### src/rtl/sdram_pkg.sv
// -----------------------------------------------------------------------------
// sdram_pkg
//   Shared definitions for the SDR SDRAM controller engines: command
//   encodings on {CS_n,RAS_n,CAS_n,WE_n}, the self-refresh sequencer state
//   type, the A10 all-banks mask and small timing helpers.
//   No ports (package).
// -----------------------------------------------------------------------------
package sdram_pkg;

  // SDRAM command encodings, {CS_n, RAS_n, CAS_n, WE_n}
  localparam logic [3:0] CMD_NOP       = 4'b0111;
  localparam logic [3:0] CMD_PRECHARGE = 4'b0010;
  // AUTO REFRESH and SELF REFRESH share this encoding; CKE selects which.
  localparam logic [3:0] CMD_REFRESH   = 4'b0001;

  // A10 high on PRECHARGE selects all banks.
  localparam logic [11:0] ADDR_A10_ALL_BANKS = 12'h400;

  typedef enum logic [2:0] {
    IDLE  = 3'd0,
    PRE   = 3'd1,
    TRP   = 3'd2,
    ENTRY = 3'd3,
    HOLD  = 3'd4,
    EXIT  = 3'd5,
    DONE  = 3'd6
  } sr_state_e;

  function automatic int unsigned max3(input int unsigned a,
                                       input int unsigned b,
                                       input int unsigned c);
    int unsigned m;
    m = (a > b) ? a : b;
    return (m > c) ? m : c;
  endfunction

  // The wait timer counts down to 0 and the owning state leaves on the
  // cycle it reads 0, so a wait of N cycles loads N-1. Zero and one both
  // map to a single cycle.
  function automatic int unsigned timer_load(input int unsigned cycles);
    return (cycles > 0) ? cycles - 1 : 0;
  endfunction

  // Counter width able to hold the largest wait; never narrower than 1 bit.
  function automatic int unsigned timer_width(input int unsigned max_cycles);
    return (max_cycles < 1) ? 1 : $clog2(max_cycles + 1);
  endfunction

endpackage

### src/rtl/sdram_wait_timer.sv
// -----------------------------------------------------------------------------
// sdram_wait_timer
//   Loadable down-counter used to time SDRAM command spacing. Loading takes
//   priority; otherwise the count decrements and saturates at zero.
//   Ports:
//     clk_i      clock
//     srst_i     synchronous active-high reset (count -> 0)
//     load_i     load value_i this cycle
//     value_i    value to load
//     expired_o  count is zero
// -----------------------------------------------------------------------------
module sdram_wait_timer #(
  parameter int unsigned W = 4
) (
  input  logic         clk_i,
  input  logic         srst_i,
  input  logic         load_i,
  input  logic [W-1:0] value_i,
  output logic         expired_o
);

  logic [W-1:0] count_q;

  always_ff @(posedge clk_i) begin
    if (srst_i) begin
      count_q <= '0;
    end else if (load_i) begin
      count_q <= value_i;
    end else if (count_q != '0) begin
      count_q <= count_q - 1'b1;
    end
  end

  assign expired_o = (count_q == '0);

endmodule

### src/rtl/sdram_self_refresh_ctrl.sv
// -----------------------------------------------------------------------------
// sdram_self_refresh_ctrl
//   SDR SDRAM self-refresh sequencer. On request it precharges all banks,
//   waits tRP, issues SELF REFRESH with CKE low and holds the device there
//   for at least T_SRMIN cycles and until released. On release it raises
//   CKE, issues NOPs for tXSR and pulses self_ref_done for one cycle.
//   Ports:
//     sys_clk        system clock, rising edge
//     sys_rst        synchronous active-high reset
//     self_ref_en    level request: 1 = enter/stay, 0 = exit
//     sdram_init     power-up init complete; gates entry from IDLE only
//     sdram_cke      SDRAM clock enable (registered)
//     sdram_cmd      {CS_n,RAS_n,CAS_n,WE_n} (registered)
//     sdram_ba       bank address (registered)
//     sdram_addr     address bus (registered)
//     self_ref_done  one-cycle pulse at the end of the exit sequence
// -----------------------------------------------------------------------------
module sdram_self_refresh_ctrl
  import sdram_pkg::*;
#(
  parameter int unsigned T_RP    = 2,
  parameter int unsigned T_SRMIN = 5,
  parameter int unsigned T_XSR   = 8
) (
  input  logic        sys_clk,
  input  logic        sys_rst,
  input  logic        self_ref_en,
  input  logic        sdram_init,
  output logic        sdram_cke,
  output logic [3:0]  sdram_cmd,
  output logic [1:0]  sdram_ba,
  output logic [11:0] sdram_addr,
  output logic        self_ref_done
);

  localparam int unsigned TW = timer_width(max3(T_RP, T_SRMIN, T_XSR));

  localparam logic [TW-1:0] LOAD_RP    = TW'(timer_load(T_RP));
  localparam logic [TW-1:0] LOAD_SRMIN = TW'(timer_load(T_SRMIN));
  localparam logic [TW-1:0] LOAD_XSR   = TW'(timer_load(T_XSR));

  sr_state_e       state_q, state_d;
  logic            timer_load_d;
  logic [TW-1:0]   timer_value_d;
  logic            timer_expired;

  logic            cke_q;
  logic [3:0]      cmd_q;
  logic [1:0]      ba_q;
  logic [11:0]     addr_q;
  logic            done_q;

  sdram_wait_timer #(
    .W (TW)
  ) u_timer (
    .clk_i     (sys_clk),
    .srst_i    (sys_rst),
    .load_i    (timer_load_d),
    .value_i   (timer_value_d),
    .expired_o (timer_expired)
  );

  // Next-state decision and timer loads. The timer is loaded on the
  // transition into a timed state so it reads the full count during that
  // state's first cycle.
  always_comb begin
    state_d       = state_q;
    timer_load_d  = 1'b0;
    timer_value_d = '0;
    case (state_q)
      IDLE: begin
        if (self_ref_en && sdram_init) begin
          state_d = PRE;
        end
      end
      PRE: begin
        state_d       = TRP;
        timer_load_d  = 1'b1;
        timer_value_d = LOAD_RP;
      end
      TRP: begin
        if (timer_expired) begin
          state_d       = ENTRY;
          // The minimum self-refresh residency is measured from ENTRY, so
          // the count starts here and keeps running through HOLD.
          timer_load_d  = 1'b1;
          timer_value_d = LOAD_SRMIN;
        end
      end
      ENTRY: begin
        state_d = HOLD;
      end
      HOLD: begin
        if (timer_expired && !self_ref_en) begin
          state_d       = EXIT;
          timer_load_d  = 1'b1;
          timer_value_d = LOAD_XSR;
        end
      end
      EXIT: begin
        if (timer_expired) begin
          state_d = DONE;
        end
      end
      DONE: begin
        state_d = IDLE;
      end
      default: begin
        state_d = IDLE;
      end
    endcase
  end

  // State and pin registers. Pins are decoded from the next state so they
  // change on the same edge as the state they belong to.
  always_ff @(posedge sys_clk) begin
    if (sys_rst) begin
      state_q <= IDLE;
      cke_q   <= 1'b1;
      cmd_q   <= CMD_NOP;
      ba_q    <= 2'b00;
      addr_q  <= 12'h000;
      done_q  <= 1'b0;
    end else begin
      state_q <= state_d;
      cke_q   <= 1'b1;
      cmd_q   <= CMD_NOP;
      ba_q    <= 2'b00;
      addr_q  <= 12'h000;
      done_q  <= 1'b0;
      case (state_d)
        PRE: begin
          cmd_q  <= CMD_PRECHARGE;
          addr_q <= ADDR_A10_ALL_BANKS;
        end
        ENTRY: begin
          // SELF REFRESH is REFRESH with CKE dropping in the same cycle.
          cmd_q <= CMD_REFRESH;
          cke_q <= 1'b0;
        end
        HOLD: begin
          cke_q <= 1'b0;
        end
        DONE: begin
          done_q <= 1'b1;
        end
        default: begin
        end
      endcase
    end
  end

  assign sdram_cke     = cke_q;
  assign sdram_cmd     = cmd_q;
  assign sdram_ba      = ba_q;
  assign sdram_addr    = addr_q;
  assign self_ref_done = done_q;

endmodule

### config.mk
export PLATFORM = sky130hd
export DESIGN_NAME = sdram_self_refresh_ctrl
export DESIGN_NICKNAME = d
export VERILOG_FILES = /design/src/rtl/sdram_pkg.sv /design/src/rtl/sdram_wait_timer.sv /design/src/rtl/sdram_self_refresh_ctrl.sv
export SDC_FILE = /design/constraint.sdc
export NUM_CORES = 1
export LEC_CHECK = 0
export ABC_AREA = 1
export ABC_CLOCK_PERIOD_IN_PS = 3100
export CORE_MARGIN = 5
export CORE_UTILIZATION = 46
export DETAILED_ROUTE_END_ITERATION = 12
export PLACE_DENSITY_LB_ADDON = 0.12
export SLEW_MARGIN = 20
export SYNTH_ARGS = -nofsm -noshare
export SYNTH_HDL_FRONTEND = slang
export SYNTH_SLANG_ARGS = --single-unit
export TNS_END_PERCENT = 100
### constraint.sdc
create_clock -name sys_clk -period 3.1 [get_ports sys_clk]
set_clock_uncertainty 0.1 [all_clocks]
set_input_delay 0.465 -clock sys_clk [delete_from_list [all_inputs] [get_ports sys_clk]]
set_output_delay 0.465 -clock sys_clk [all_outputs]
set_load 0.01 [all_outputs]
==> impl_results.md <==
* Clk sinks at 13
* # H-tree levels at 1
* Ys async rst share at 0
* Clock buffer depth at 2
* Synthesis-stage register bit count at 13
* Synth warn at 0
* Setup CP Type: reg -> out
* First-pass GRT wire length at 2.05 mm
* Routed wire per std cell at 9.81 um
* Cts bufs inserted at 3
* Worst Hold Depth at 2
* Drt via density at 4.54
* Clock latency on the worst-skew pair at 0.28 ns
* Io pins at 24
* Synth unique cells at 21
* Critical path's slowest cell: clkdlybuf4s50_1
* Most frequent cells in the layout: nor2_1 (17), conb_1 (14), dfxtp_1 (13)
* Largest net degree at the start of global routing at 8
* Total track usage at 0.108
* Final setup vio count at 0
* Synthesized area per cell at 7.26 sq um
* Maximum vdd drop at 0.320 mV
* Area grow syn2layout at 11.5%
* Routed Wire Length at 1.22 mm
* Max Fclk at 593 MHz
* Die Area at 2390 sq um
* Final Max Tran Viols at 0
* CP max FO at 1
* Outcome: completed
* Reg2reg setup slack at 1.59 ns
* Hold Vio Cnt, Final at 0
* Max stage delay on crit path at 0.53 ns
* Critical Path Source Type: register
* Hold EP: self_ref_done
* Fraction of layout cells with a size suffix above 1 at 0.130
* Synthesized cell area at 697 sq um
* Fill count at 158
* Layout Utilization at 0.528
* HPWL Detailed at 990 um
* Post-CTS resize count at 0
* Hold-fix buffers at CTS at 0
* CP Buf/Inv Count at 1
* LEAKAGE at 0.000394 uW
* Commonest non-fill, non-tap cell in the layout: nor2_1
* Worst min path class: reg -> reg
* Min-Delay Startpoint: state_q[1]
* CP arrival at 1.12 ns
* Worst hold slack at 0.456 ns
* Grt ovf at 0
* Fin nets at 114
* Final Cycle Share at 0.544
* FF-to-FF End: sdram_cke
* Total number of vias at 563
* Die H at 48.9 um
* Crit. End Element: output port
* Post-Syn Instances at 96
* Unrepaired setup endpoints after global routing: no
* Post-synth EDFFs at 0
* GP Congestion at 0.768
* Pre-antenna DRT Iters at 4
* Cell row count at 14
* Final ANT Viol Nets at 0
* Final setup TNS at 0 ns
* # diodes at 0
* IO buf count at 9
* Critical R2R Launch: u_timer.count_q[0]
* WP data required at 2.53 ns
* Pwr Density at 686 nW/um^2
* Fin crit period at 1.69 ns
* Initial Utilization at 0.474
* Reg clk slew, reported paths at 0.08 ns
* Initial antenna violation count at 0
* CP cell instances: clkdlybuf4s50_1
* Most used DFF post-synth: dfxtp_1
* Max Cap Viol at 0
* Crit-path leading delay family: buffers and inverters
* Number of global-route vias before repair at 504
* CTS tree: yes
* DRC at 0
* CTS Root Cell: clkbuf_4
* Crit path depth at 1
* Seq/Total Area, Yosys at 0.373
* Core ar. at 1470 sq um
* Chip width at 48.9 um
* Worst r2r path cells at 8
* Drt initial violations at 12
* Total power at 533 uW
* Setup repair bufs after CTS at 0
stage by stage:
stage	worst slack, ns	area, sq um	instances
floorplan	1.73	746	109
global placement	1.35	751	120
detailed placement	1.32	751	120
CTS	1.39	777	124
global route	1.34	777	124
finish	1.41	777	124
layout make-up:
| type | count | area, sq um | area share |
|---|---|---|---|
| well taps | 16 | 20.0 | 0.0258 |
| clock buffers | 4 | 26.3 | 0.0338 |
| multi-input cells | 70 | 335 | 0.432 |
| repair buffers | 9 | 90.1 | 0.116 |
| flip-flops and latches | 13 | 260 | 0.335 |
| inverters | 12 | 45.0 | 0.0580 |
flip-flops by register name (all words and copies together) (netlist names):
| signal | flops |
|---|---|
| sdram_cmd | 3 |
| self_ref_done | 1 |
| u_timer.count_q | 4 |
| sdram_addr | 1 |
| state_q | 3 |
| sdram_cke | 1 |
worst max path at each step:
stage,startpoint,slack (ns),endpoint
global placement,sys_rst,1.35,sdram_cke
floorplan,u_timer.count_q[0],1.73,u_timer.count_q[2]
CTS,sdram_addr[10],1.39,sdram_addr[10]
detailed placement,self_ref_en,1.32,sdram_cke
finish,sdram_cmd[1],1.41,sdram_cmd[1]
global route,sdram_addr[10],1.34,sdram_addr[10]
cell families (layout without fill, tap and decap cells):
logic type / count (synthesis) / count (layout) / share of synthesized area
AO/OA/AOI/OAI: 7 / 7 / 0.0575
other: 1 / 14 / 0.00538
buffers and inverters: 26 / 25 / 0.215
flip-flops: 13 / 13 / 0.373
XOR/XNOR: 2 / 2 / 0.0251
adder cells (fa/ha/maj): 1 / 1 / 0.0180
AND/OR/NAND/NOR: 46 / 46 / 0.305
synthesized netlist by cell type (2+ instances only):
| cell type | n | share of area |
|---|---|---|
| nor2_1 | 17 | 0.092 |
| buf_4 | 14 | 0.15 |
| dfxtp_1 | 13 | 0.37 |
| nand2_1 | 11 | 0.059 |
| inv_1 | 10 | 0.054 |
| nand3_1 | 5 | 0.036 |
| nor2_2 | 5 | 0.045 |
| nand2_2 | 3 | 0.027 |
| a21oi_1 | 2 | 0.014 |
| inv_2 | 2 | 0.011 |
| nand4_1 | 2 | 0.018 |
| nor3_1 | 2 | 0.014 |
| xor2_1 | 2 | 0.025 |
power by group:
group / total, uW / internal, uW / switching [uW]
registers: 209 / 193 / 16.4
clock network: 105 / 50.0 / 55.4
logic: 218 / 84.5 / 134
per-layer routing:
| metal | vias up | GRT usage | share of wire | routed length (um) |
|---|---|---|---|---|
| li1 | 297 | - | - | - |
| met1 | 240 | 0.125 | 0.46 | 554 |
| met2 | 24 | 0.163 | 0.43 | 528 |
| met3 | 2 | 0.0367 | 0.085 | 103 |
| met4 | 0 | 0.0807 | 0.024 | 29 |
| met5 | - | 0 | 0 | 0 |
Power figures use the tool's default switching activity.
==> RTL edit 1: new RTL, config.mk and constraints unchanged <==
Add an input register stage for `self_ref_en` and `sdram_init`, cleared by the reset; this delays them by one clock.
--- a/src/rtl/sdram_self_refresh_ctrl.sv
+++ b/src/rtl/sdram_self_refresh_ctrl.sv
@@ -41,2 +41,15 @@
 
+  logic self_ref_en_q;
+  logic sdram_init_q;
+
+  always_ff @(posedge sys_clk) begin
+    if (sys_rst) begin
+      self_ref_en_q <= '0;
+      sdram_init_q  <= '0;
+    end else begin
+      self_ref_en_q <= self_ref_en;
+      sdram_init_q  <= sdram_init;
+    end
+  end
+
   sr_state_e       state_q, state_d;
@@ -71,3 +84,3 @@
       IDLE: begin
-        if (self_ref_en && sdram_init) begin
+        if (self_ref_en_q && sdram_init_q) begin
           state_d = PRE;
@@ -93,3 +106,3 @@
       HOLD: begin
-        if (timer_expired && !self_ref_en) begin
+        if (timer_expired && !self_ref_en_q) begin
           state_d       = EXIT;
Formal check against the unedited RTL: not equivalent (a bounded check fails within 4 cycles, from zero or initial values and one cycle with sys_rst high).
==> RTL edit 1 against the original RTL <==
Synthesized area is 14% higher; wire length increased by 0.74%; design area increased by 13%; critical path depth stayed put; worst hold slack lost 41 ps; worst setup slack worse by 8.0 ps; power increased by 25%; maximum frequency fell by 0.47%; via count is 4.6% higher; sequential cell count grew 2.
==> RTL edit 1: results (changes against the original RTL) <==
| Metric | Value |
|---|---|
| Status | `finished clean` |
| CP startpoint | `sdram_cke` |
| Placement Setup Slack | `1260 ps (-56.5 ps)` |
| Synth top cells by count | `inv_1 (18), dfxtp_1 (15), buf_4 (14), nor2_1 (14), nand2_1 (10)` |
| Placer congestion estimate | `0.740 (-3.7%)` |
| Fillers | `171 (+8.2%)` |
| HPWL Detailed | `1030 um (+3.9%)` |
| WHS Endpoint | `u_timer.count_q[1]` |
| Max rail drop VDD | `0.000324 V (+1.3%)` |
| Placed standard-cell area | `851 sq um (+13%)` |
| Crit path setup slack, layout | `1410 ps (-8.01 ps)` |
| Routed WL per cell | `9.43 um (-3.9%)` |
| Sequential area share after synthesis | `37.7% (+0.39 points)` |
| Synth area leaders | `dfxtp_1 (38%), buf_4 (13%), inv_1 (8.5%), nor2_4 (7.1%), nor2_1 (6.6%)` |
| Vias in the first global route | `543 (+7.7%)` |
| Multi-input combinational area share | `41.2% (-1.9 points)` |
| Nets | `119 (+4.4%)` |
| Seq area share | `34.2% (+0.74 points)` |
| Via count | `589 (+4.6%)` |
| Library cells used by synthesis | `24 (+14%)` |
| Logic inverters | `20 (+8)` |
| LEAKAGE | `0.000419 uW (+6.4%)` |
| Largest net degree at the start of global routing | `9 (+1)` |
| First-pass GRT wire length | `2170 um (+6.1%)` |
| CP endpoint | `sdram_cke` |
| Sink Count | `15 (+2)` |
==> RTL edit 1: per-layer routing <==
| metal | global-route usage, % | up-vias | part of all wire (%) |
|---|---|---|---|
| li1 | - | 303 | - |
| met1 | 11.3 | 263 | 42 |
| met2 | 19.3 | 18 | 47 |
| met3 | 4.30 | 5 | 7.5 |
| met4 | 7.86 | 0 | 3.6 |
| met5 | 0 | - | 0 |
==> RTL edit 1: stage by stage <==
step,hold WS (ps),instances
final,415,130
after global routing,464,130
after CTS,426,130
after detailed placement,414,126
after global placement,405,126
after floorplan,367,114
==> RTL edit 1: kinds of logic (layout without fill, tap and decap cells) <==
logic type,count (synthesis),after routing
AO/OA/AOI/OAI,7,7
XOR/XNOR,2,2
adder cells (fa/ha/maj),1,1
buffers and inverters,34,33
flip-flops,15,15
other,1,14
AND/OR/NAND/NOR,41,41
==> RTL edit 1: power breakdown <==
group | internal (uW) | switching (uW) | total [uW]
Combinational | 116 | 181 | 297
Clock | 50.0 | 57.6 | 108
Sequential | 227 | 32.9 | 260
==> RTL edit 2: new RTL, same settings <==
Made on the original files. `T_RP`: 2 -> 4.
--- a/src/rtl/sdram_self_refresh_ctrl.sv
+++ b/src/rtl/sdram_self_refresh_ctrl.sv
@@ -20,3 +20,3 @@
 #(
-  parameter int unsigned T_RP    = 2,
+  parameter int unsigned T_RP    = 4,
   parameter int unsigned T_SRMIN = 5,
Check against the original RTL: not equivalent (a bounded check fails within 10 cycles, from zero or initial values and one cycle with sys_rst high).
==> RTL edit 2 against the original RTL <==
Power up 2.9%; design area grew 0.81%; wire length fell by 2.1%; count of clock-buffer cells in the layout did not move; worst setup slack improved by 8.9 ps; worst hold slack got worse by 66 ps; critical path depth unchanged; register-to-register slack got worse by 60 ps; combinational power is 6% higher; via count down 8.3%; sequential cell count stayed put; sequential power up 2%; synthesized area grew 0.90%; critical endpoint is now self_ref_done; largest power group unchanged.
==> RTL edit 2: results (changes against the original RTL) <==
| Metric | Value |
|---|---|
| Status | `finished clean` |
| Placed instance count | `118 (-1.7%)` |
| Critical hold path startpoint | `u_timer.count_q[1]` |
| Ant. Diodes | `0 (unchanged)` |
| Placement Setup Slack | `1280 ps (-34.7 ps)` |
| Metal2 WL | `583 um (+10%)` |
| Tot GR Track Use | `10.6% (-0.27 points)` |
| Multi-In Gates | `67 (-4.3%)` |
| Initial antenna violation count | `0 (unchanged)` |
| M1 WL | `545 um (-1.6%)` |
| Hold WS | `390 ps (-66.1 ps)` |
| Flop2flop setup slack | `1530 ps (-60 ps)` |
| Sink Count | `13 (unchanged)` |
| Vias per cell | `4.23 (-6.8%)` |
| Combinational share of power | `42.4% (+1.5 points)` |
| Clock buffer depth | `2 (unchanged)` |
| Clk cell area share | `3.35% (-0.027 points)` |
| First-pass GRT wire length | `2030 um (-1.0%)` |
| Worst skew pair latency | `roughly 270 ps` |
| GR Util met3 | `3.98% (+0.31 points)` |
| M1 GR Usage | `12.8% (+0.25 points)` |
| PortBufs | `9 (unchanged)` |
| Mapped Area | `703 sq um (+0.90%)` |
| Placed standard-cell area | `757 sq um (+0.83%)` |
| M2 GR Usage | `16.7% (+0.43 points)` |
| Max Used Layer | `met4` |
| Met3 wire len | `52 um (-50%)` |
| Fillers | `163 (+3.2%)` |
| Mean Syn Cell Area | `7.48 sq um (+3.0%)` |
| Logic power comb | `232 uW (+6%)` |
| Vias in the first global route | `505 (+0.20%)` |
| Share of cells above drive strength 1 | `17.9% (+5.0 points)` |
| Final min period | `1680 ps (-8.86 ps)` |
| Synth area leaders | `dfxtp_1 (37%), buf_4 (15%), nor2_1 (7.5%), nor2_2 (7.1%), inv_1 (5.9%)` |
| CP max stage delay | `530 ps (about the same)` |
| Via count | `516 (-8.3%)` |
| Logic inverters | `13 (+1)` |
| Internal power | `339 uW (+3.5%)` |
| Total wire length | `1190 um (-2.1%)` |
| HPWL Detailed | `976 um (-1.5%)` |
| Signal buf overhead | `11.5% (-0.093 points)` |
| CTS tree | `yes` |
| CP startpoint | `self_ref_done` |
| Drt initial violations | `4 (-8)` |
| Multi-input combinational area share | `43.1% (about the same)` |
| Post-CTS sizing | `0 (unchanged)` |
| Nets | `112 (-1.8%)` |
| Sequential area share after synthesis | `37.0% (-0.33 points)` |
| Synth top cells by count | `buf_4 (14), nor2_1 (14), dfxtp_1 (13)` |
| Clock share of power | `18.7% (-1.1 points)` |
| Area grow syn2layout | `11.4% (about the same)` |
| Max rail drop VDD | `0.000415 V (+29%)` |
| Library cells used by synthesis | `20 (-4.8%)` |
| Placer congestion estimate | `0.801 (+4.3%)` |
| LEAKAGE | `0.000365 uW (-7.4%)` |
| Largest net degree at the start of global routing | `8 (unchanged)` |
-- RTL edit 2: changes by cell type after synthesis, sizes merged --
cell / change
nand4: -2
inv: +1
nor3: -1
nor2: +1
o22ai: -1
a211oi: -1
nand3: +2
xnor2: +1
a31oi: -1
a21oi: +1
nand2: -2
o21a: +1
xor2: -1
-- RTL edit 2: cells by family (layout without fill, tap and decap cells) --
group / count (synthesis) / in the layout / synth area share (%)
compound gates: 6 / 6 / 5.16
xor+xnor: 2 / 2 / 2.49
fa+ha+maj: 1 / 1 / 1.78
buf+inv: 27 / 26 / 21.9
flops: 13 / 13 / 37.0
other cells: 1 / 14 / 0.533
simple gates: 44 / 44 / 31.1
-- RTL edit 2: path summary, 6_finish.rpt --
path                                           end  cells past startpoint
worst max-delay path                 self_ref_done                      1
worst min-delay path            u_timer.count_q[1]                      2
worst max register to register           sdram_cke                      9
worst min register to register  u_timer.count_q[1]                      2
